[src/rtl/gemm_pkg.sv]
// Shared constants and types for the GEMM tile reader: FSM encoding,
// TCDM word geometry and the tile-request record held in the pending buffer.
package gemm_pkg;

    localparam int DataWidth    = 64;
    localparam int BeatsPerTile = 8;
    localparam int AddrWidth    = 32;
    localparam int AbTileBits   = 512;
    localparam int CTileBits    = 2048;

    typedef enum logic [1:0] {
        StIdle,
        StReq,
        StWait,
        StOut
    } state_e;

    typedef struct packed {
        logic [AddrWidth-1:0] addr_a;
        logic [AddrWidth-1:0] addr_b;
    } tile_req_t;

endpackage

[src/rtl/gemm_tile_reader_if.sv]
// TCDM read port: request channel with valid/ready and an in-order response
// channel with valid only.
interface gemm_tile_reader_if #(
    parameter int DataWidth = gemm_pkg::DataWidth
);
    logic                 req_valid;
    logic                 req_ready;
    logic [31:0]          req_addr;
    logic                 rsp_valid;
    logic [DataWidth-1:0] rsp_data;

    modport master (
        output req_valid, req_addr,
        input  req_ready, rsp_valid, rsp_data
    );

    modport slave (
        input  req_valid, req_addr,
        output req_ready, rsp_valid, rsp_data
    );
endinterface

[src/rtl/gemm_req_fifo.sv]
// Single-entry holding buffer for a tile request that arrives while a fetch
// is already in progress.
module gemm_req_fifo
    import gemm_pkg::*;
(
    input  logic      clk_i,
    input  logic      rst_i,
    input  logic      push_i,
    input  logic      pop_i,
    input  tile_req_t data_i,
    output logic      valid_o,
    output tile_req_t data_o
);

    logic      valid_q, valid_d;
    tile_req_t data_q, data_d;

    always_comb begin
        valid_d = valid_q;
        data_d  = data_q;
        if (pop_i) begin
            valid_d = 1'b0;
        end
        // A push into a full entry is ignored; the owner flags the loss.
        if (push_i && !valid_q) begin
            valid_d = 1'b1;
            data_d  = data_i;
        end
    end

    always_ff @(posedge clk_i or posedge rst_i) begin
        if (rst_i) begin
            valid_q <= 1'b0;
            data_q  <= '0;
        end else begin
            valid_q <= valid_d;
            data_q  <= data_d;
        end
    end

    assign valid_o = valid_q;
    assign data_o  = data_q;

endmodule

[src/rtl/gemm_tile_reader.sv]
// Fetches one A and one B tile from TCDM as 2*BeatsPerTile word reads,
// assembles them and hands both to the GEMM array with a valid/ready pair.
module gemm_tile_reader #(
    parameter int DataWidth    = gemm_pkg::DataWidth,
    parameter int BeatsPerTile = gemm_pkg::BeatsPerTile
) (
    input  logic                              clk_i,
    input  logic                              rst_i,
    input  logic                              gemm_read_i,
    input  logic [31:0]                       addr_a_i,
    input  logic [31:0]                       addr_b_i,
    gemm_tile_reader_if.master                tcdm,
    output logic [DataWidth*BeatsPerTile-1:0] a_tile_o,
    output logic [DataWidth*BeatsPerTile-1:0] b_tile_o,
    output logic                              tile_valid_o,
    input  logic                              tile_ready_i,
    output logic                              busy_o,
    output logic                              overflow_o
);
    import gemm_pkg::*;

    localparam int BeatW     = $clog2(BeatsPerTile);
    localparam int IdxW      = BeatW + 1;
    localparam int ByteShift = $clog2(DataWidth / 8);
    localparam logic [IdxW-1:0] LastIdx = IdxW'(2 * BeatsPerTile - 1);

    state_e                                 state_q, state_d;
    tile_req_t                              act_q, act_d;
    logic [IdxW-1:0]                        req_idx_q, req_idx_d;
    logic [IdxW-1:0]                        rsp_idx_q, rsp_idx_d;
    logic [BeatsPerTile-1:0][DataWidth-1:0] a_tile_q, a_tile_d;
    logic [BeatsPerTile-1:0][DataWidth-1:0] b_tile_q, b_tile_d;
    logic                                   ovf_q, ovf_d;

    logic      req_hs, rsp_take, rsp_last, out_hs;
    logic      pend_valid, pend_push, pend_pop;
    tile_req_t pend_req, new_req;
    logic [31:0] beat_base, beat_off;

    assign new_req  = '{addr_a: addr_a_i, addr_b: addr_b_i};
    assign req_hs   = (state_q == StReq) && tcdm.req_ready;
    assign rsp_take = tcdm.rsp_valid && ((state_q == StReq) || (state_q == StWait));
    assign rsp_last = rsp_take && (rsp_idx_q == LastIdx);
    assign out_hs   = (state_q == StOut) && tile_ready_i;

    // On the output handshake a fresh request bypasses the buffer.
    assign pend_pop  = out_hs && pend_valid;
    assign pend_push = gemm_read_i && (state_q != StIdle) && !pend_valid && !out_hs;

    gemm_req_fifo u_pend (
        .clk_i   (clk_i),
        .rst_i   (rst_i),
        .push_i  (pend_push),
        .pop_i   (pend_pop),
        .data_i  (new_req),
        .valid_o (pend_valid),
        .data_o  (pend_req)
    );

    // Upper index bit selects the B tile; lower bits are the word offset.
    assign beat_base = req_idx_q[IdxW-1] ? act_q.addr_b : act_q.addr_a;
    assign beat_off  = 32'(req_idx_q[BeatW-1:0]) << ByteShift;

    assign tcdm.req_valid = (state_q == StReq);
    assign tcdm.req_addr  = (state_q == StReq) ? beat_base + beat_off : '0;

    always_comb begin
        state_d   = state_q;
        act_d     = act_q;
        req_idx_d = req_idx_q;
        rsp_idx_d = rsp_idx_q;
        a_tile_d  = a_tile_q;
        b_tile_d  = b_tile_q;
        ovf_d     = ovf_q | (gemm_read_i && (state_q != StIdle) && pend_valid);

        if (req_hs) begin
            req_idx_d = req_idx_q + 1'b1;
        end
        if (rsp_take) begin
            rsp_idx_d = rsp_idx_q + 1'b1;
            if (!rsp_idx_q[IdxW-1]) begin
                a_tile_d[rsp_idx_q[BeatW-1:0]] = tcdm.rsp_data;
            end else begin
                b_tile_d[rsp_idx_q[BeatW-1:0]] = tcdm.rsp_data;
            end
        end

        unique case (state_q)
            StIdle: begin
                if (gemm_read_i) begin
                    act_d     = new_req;
                    req_idx_d = '0;
                    rsp_idx_d = '0;
                    state_d   = StReq;
                end
            end
            StReq: begin
                if (rsp_last) begin
                    state_d = StOut;
                end else if (req_hs && (req_idx_q == LastIdx)) begin
                    state_d = StWait;
                end
            end
            StWait: begin
                if (rsp_last) begin
                    state_d = StOut;
                end
            end
            StOut: begin
                if (tile_ready_i) begin
                    req_idx_d = '0;
                    rsp_idx_d = '0;
                    if (pend_valid) begin
                        act_d   = pend_req;
                        state_d = StReq;
                    end else if (gemm_read_i) begin
                        act_d   = new_req;
                        state_d = StReq;
                    end else begin
                        state_d = StIdle;
                    end
                end
            end
            default: state_d = StIdle;
        endcase
    end

    always_ff @(posedge clk_i or posedge rst_i) begin
        if (rst_i) begin
            state_q   <= StIdle;
            act_q     <= '0;
            req_idx_q <= '0;
            rsp_idx_q <= '0;
            a_tile_q  <= '0;
            b_tile_q  <= '0;
            ovf_q     <= 1'b0;
        end else begin
            state_q   <= state_d;
            act_q     <= act_d;
            req_idx_q <= req_idx_d;
            rsp_idx_q <= rsp_idx_d;
            a_tile_q  <= a_tile_d;
            b_tile_q  <= b_tile_d;
            ovf_q     <= ovf_d;
        end
    end

    assign a_tile_o     = a_tile_q;
    assign b_tile_o     = b_tile_q;
    assign tile_valid_o = (state_q == StOut);
    assign busy_o       = (state_q != StIdle);
    assign overflow_o   = ovf_q;

endmodule

[src/flat_wrapper.sv]
// flat-port wrapper written by rule: the top's interface ports become plain ports
module gemm_tile_reader_flat import gemm_pkg::*;
#(
    parameter int DataWidth    = gemm_pkg::DataWidth,
    parameter int BeatsPerTile = gemm_pkg::BeatsPerTile
)
  (clk_i, rst_i, gemm_read_i, addr_a_i, addr_b_i, a_tile_o, b_tile_o, tile_valid_o, tile_ready_i, busy_o, overflow_o, tcdm_req_valid, tcdm_req_addr, tcdm_req_ready, tcdm_rsp_valid, tcdm_rsp_data);
  gemm_tile_reader_if #(.DataWidth(DataWidth)) tcdm_i ();
  input  logic clk_i;
  input  logic rst_i;
  input  logic gemm_read_i;
  input  logic [31:0] addr_a_i;
  input  logic [31:0] addr_b_i;
  output logic [DataWidth*BeatsPerTile-1:0] a_tile_o;
  output logic [DataWidth*BeatsPerTile-1:0] b_tile_o;
  output logic tile_valid_o;
  input  logic tile_ready_i;
  output logic busy_o;
  output logic overflow_o;
  output wire logic [$bits(tcdm_i.req_valid)-1:0] tcdm_req_valid;
  output wire logic [$bits(tcdm_i.req_addr)-1:0] tcdm_req_addr;
  input wire logic [$bits(tcdm_i.req_ready)-1:0] tcdm_req_ready;
  input wire logic [$bits(tcdm_i.rsp_valid)-1:0] tcdm_rsp_valid;
  input wire logic [$bits(tcdm_i.rsp_data)-1:0] tcdm_rsp_data;
  assign tcdm_req_valid = tcdm_i.req_valid;
  assign tcdm_req_addr = tcdm_i.req_addr;
  assign tcdm_i.req_ready = tcdm_req_ready;
  assign tcdm_i.rsp_valid = tcdm_rsp_valid;
  assign tcdm_i.rsp_data = tcdm_rsp_data;
  gemm_tile_reader #(.DataWidth(DataWidth), .BeatsPerTile(BeatsPerTile)) u_core (.clk_i(clk_i), .rst_i(rst_i), .gemm_read_i(gemm_read_i), .addr_a_i(addr_a_i), .addr_b_i(addr_b_i), .tcdm(tcdm_i), .a_tile_o(a_tile_o), .b_tile_o(b_tile_o), .tile_valid_o(tile_valid_o), .tile_ready_i(tile_ready_i), .busy_o(busy_o), .overflow_o(overflow_o));
endmodule
[config.mk]
export PLATFORM = sky130hd
export DESIGN_NAME = gemm_tile_reader_flat
export DESIGN_NICKNAME = d
export VERILOG_FILES = /design/src/rtl/gemm_pkg.sv /design/src/rtl/gemm_tile_reader_if.sv /design/src/rtl/gemm_req_fifo.sv /design/src/rtl/gemm_tile_reader.sv /design/src/flat_wrapper.sv
export SDC_FILE = /design/constraint.sdc
export NUM_CORES = 2
export LEC_CHECK = 0
export BUFFER_PORTS_ARGS = -buffer_cell sky130_fd_sc_hd__buf_2
export CORE_AREA = 2 2 467 469
export CTS_CLUSTER_SIZE = 24
export DETAILED_ROUTE_END_ITERATION = 8
export DIE_AREA = 0 0 469 471
export SLEW_MARGIN = 5
export SYNTH_ARGS = -nofsm -noshare
export SYNTH_HDL_FRONTEND = slang
export SYNTH_SLANG_ARGS = --single-unit
[constraint.sdc]
create_clock -name clk_i -period 44 [get_ports clk_i]
set_input_delay 6.6 -clock clk_i [delete_from_list [all_inputs] [get_ports clk_i]]
set_output_delay 6.6 -clock clk_i [all_outputs]
set_load 0.1 [all_outputs]
==> results.md <==
- Outcome: finished, final reports clean
- Ys Warns: 0
- Num rows: 171
- PostCTS Resize Cnt: 0
- Max Cap Viol: 0
- Final hold vios: 0
- Final setup viols: 0
- Total GRT Usage: 0.1535
- Yosys cell types: 62
- Vias post-DR: 30454
- Drt total wl: 176500 um
- Setup Buffers After CTS: 0
- Worst slew pin tran: 1081 ps
- IO Pins: 1194
- Chip width: 469 um
- Largest net degree at the start of global routing: 168
- CTS sink cnt: 1164
- Post-synthesis sequential area ratio: 0.6437
- Initial DRC count: 1894
- CP bufs+invs: 3
- Full die area: 220900 um2
- Post-synth ARST share: 1.000
- Worst Path Max Fanout: 72
- Endpoint class of the critical path: primary output
- Min-delay worst type: register to register
- Final ANT Viol Nets: 0
- Root buffer cell: clkbuf_16
- Max stage delay on crit path: 930 ps
- Period minus WS final: 11410 ps
- Core Area: 216100 um2
- CTS clk-pin slew, worst paths: 60 ps
- Drt wl/cell: 24.88 um
- Final Cycle Share: 0.2594
- GPL Wtd Cong: 0.8531
- Grt ovf: 0
- Area added between synthesis and finish: 30.08%
- Setup TNS: 0 ps
- Pins Over Slew Limit: 0
- Share of post-route cells with drive strength above 1: 0.5829
- Syn avg cell area: 15.37 um2
- # hold bufs at CTS: 0
- Critical path's slowest cell: a2111oi_1
- Synthesis-stage register bit count: 1164
- Initial antenna violation count: 46
- Vias per cell: 4.294
- Clock skew: 30.95 ps
- Peak supply drop: 0.00007550 V
- IO Port Bufs: 1193
- CTS buffer count: 133
- Post-synthesis cell count: 2944
- Vias in the first global route: 30935
- CTS tree: built
- Fmax: 87.61 MHz
- Number of synthesized flops with an enable pin: 0
- RSZ-0062 raised after global routing: false
- Detailed placement HPWL: 124300 um
- Prevailing post-synth register cell: dfrtp_1
- Chip height: 471 um
- Nets@finish: 4255
- CP top delay family: compound AO/OA/AOI/OAI gates
- Initial Utilization: 0.2094
- Pwr Density: 73.65 nW/um2
- Worst Path Class, Setup: register to primary output
- Final Worst Setup Slack: 32590 ps
- H-tree depth: 4
- Max transition margin: 0.2794
- Critical Path, Cell by Cell: buf_4, mux2_2, fa_1, a21oi_1, a21oi_1, a2111oi_1, buf_4, buf_2
- Worst setup SP type: register
- DR pass1 iterations: 7
- Post-synthesis net count: 3088
- Clk buf depth: 3
- Clk_lat worst skew: 790 ps
- Synth Cell Area: 45250 um2
- First-pass GRT wire length: 241900 um
- LEAKAGE: 0.03089 uW
- Critical Path RT: 37400 ps
- DRC viols: 0
- Crit path arrival time: 4810 ps
- Dpl ws: 33320 ps
layout make-up:
type | instances | area, um2
sequential | 1164 | 29130
multi-input combinational | 1558 | 15260
timing repair buffer | 1245 | 6399
tap | 2854 | 3571
antenna | 27 | 67.56
clock inverter | 51 | 640.6
inverter | 9 | 41.29
clock buffer | 185 | 3747
fill | 22337 | 157200
cells by family (layout without fill, tap and decap cells):
group,count (synthesis),in the layout,share of synthesized area
AO/OA/AOI/OAI,192,192,0.02569
XOR/XNOR,16,16,0.003097
adder cells (fa/ha/maj),10,10,0.002931
buffers and inverters,222,1490,0.02171
flip-flops,1164,1164,0.6437
multiplexers,1120,1120,0.2781
other,0,27,0
AND/OR/NAND/NOR,220,220,0.02478
routing by layer:
| metal | track usage | vias up | share of wire |
|---|---|---|---|
| met4 | 0.05037 | 8 | 0.026 |
| li1 | - | 12840 | - |
| met2 | 0.2430 | 1295 | 0.46 |
| met3 | 0.05086 | 244 | 0.098 |
| met1 | 0.1959 | 16067 | 0.41 |
| met5 | 0 | - | 0.00032 |
flip-flops by register name (all words and copies together) (netlist names):
signal,count
u_core.u_pend.data_o,64
u_core.u_pend.valid_o,1
u_core.req_idx_q,4
u_core.rsp_idx_q,4
u_core.act_q,64
u_core.b_tile_o,512
u_core.overflow_o,1
u_core.state_q,2
u_core.a_tile_o,512
synth_stat cells (3+ instances only):
library cell | instances | area (um2)
a211oi_1 | 4 | 30.03
a21o_1 | 5 | 37.54
a21oi_1 | 78 | 390.4
a22oi_1 | 6 | 45.04
a31oi_1 | 3 | 18.77
and2_1 | 5 | 31.28
and3_1 | 3 | 18.77
and4_1 | 3 | 26.28
buf_1 | 7 | 26.28
buf_2 | 98 | 490.5
clkbuf_1 | 105 | 394.1
dfrtp_1 | 1164 | 29130
ha_1 | 9 | 112.6
inv_1 | 8 | 30.03
mux2_1 | 117 | 1318
mux2_2 | 979 | 11020
mux2i_1 | 24 | 240.2
nand2_1 | 30 | 112.6
nand2b_1 | 3 | 18.77
nand3_1 | 22 | 110.1
nand3b_1 | 13 | 97.59
nand4_1 | 7 | 43.79
nand4b_1 | 4 | 35.03
nor2_1 | 97 | 364.1
nor2_2 | 3 | 18.77
nor2b_1 | 4 | 25.02
nor3_1 | 9 | 45.04
nor3_2 | 4 | 40.04
o21ai_0 | 9 | 45.04
o22ai_1 | 66 | 412.9
xnor2_1 | 8 | 70.07
xor2_1 | 8 | 70.07
worst register-to-register path: cells and delay by family, from the launching register on:
kind / cells / cell delay, ps
AND/OR/NAND/NOR: 2 / 1320
buffers and inverters: 3 / 1260
adder cells (fa/ha/maj): 1 / 490
multiplexers: 1 / 480
flip-flops: 1 / 400
through the flow:
| stage | utilization | instance area [um2] | power, uW | instances | hold slack (ps) |
|---|---|---|---|---|---|
| 6_report | 0.2724 | 58860 | 4335 | 7093 | 477.9 |
| 5_1_grt | 0.2722 | 58810 | 4482 | 7073 | 490.9 |
| 4_1_cts | 0.2721 | 58790 | 4367 | 7066 | 482.4 |
| 3_5_place_dp | 0.2518 | 54400 | 3234 | 6830 | 469.1 |
| 3_3_place_gp | 0.2518 | 54400 | 3214 | 6830 | 451.0 |
| 2_1_floorplan | - | 45250 | 2852 | 2944 | 481.1 |
worst paths after layout:
| check | slack, ps | to | cells past startpoint | start |
|---|---|---|---|---|
| worst min register to register | 480 | u_core.b_tile_o[172] | 1 | u_core.b_tile_o[172] |
| worst max-delay path | 32590 | tcdm_req_addr[7] | 8 | u_core.req_idx_q[3] |
| min in group asynchronous | 5850 | u_core.b_tile_o[113] | 2 | rst_i |
| max in group asynchronous | 35050 | u_core.b_tile_o[14] | 5 | rst_i |
| worst max register to register | 39920 | u_core.a_tile_o[484] | 7 | u_core.state_q[0] |
| worst min-delay path | 480 | u_core.b_tile_o[172] | 1 | u_core.b_tile_o[172] |
power by group:
group / internal, uW / total (uW) / leakage, uW / switching (uW)
sequential: 1270 / 1400 / 0.0155 / 126
combinational: 326 / 1820 / 0.0132 / 1500
clock: 644 / 1120 / 0.00214 / 473
cell usage in the layout (no fill, tap or decap), drive strengths merged, types with 13 or more instances in the layout:
cell type / Yosys / final
inv: 8 / 20
mux2: 1096 / 1096
buf: 108 / 1245
mux2i: 24 / 24
diode: 0 / 27
nand2: 30 / 30
nand3b: 14 / 14
clkinv: 1 / 30
a21oi: 78 / 78
nor3: 13 / 13
dfrtp: 1164 / 1164
nand3: 22 / 22
o22ai: 66 / 66
clkbuf: 105 / 185
nor2: 100 / 100
Power figures use the tool's default switching activity.
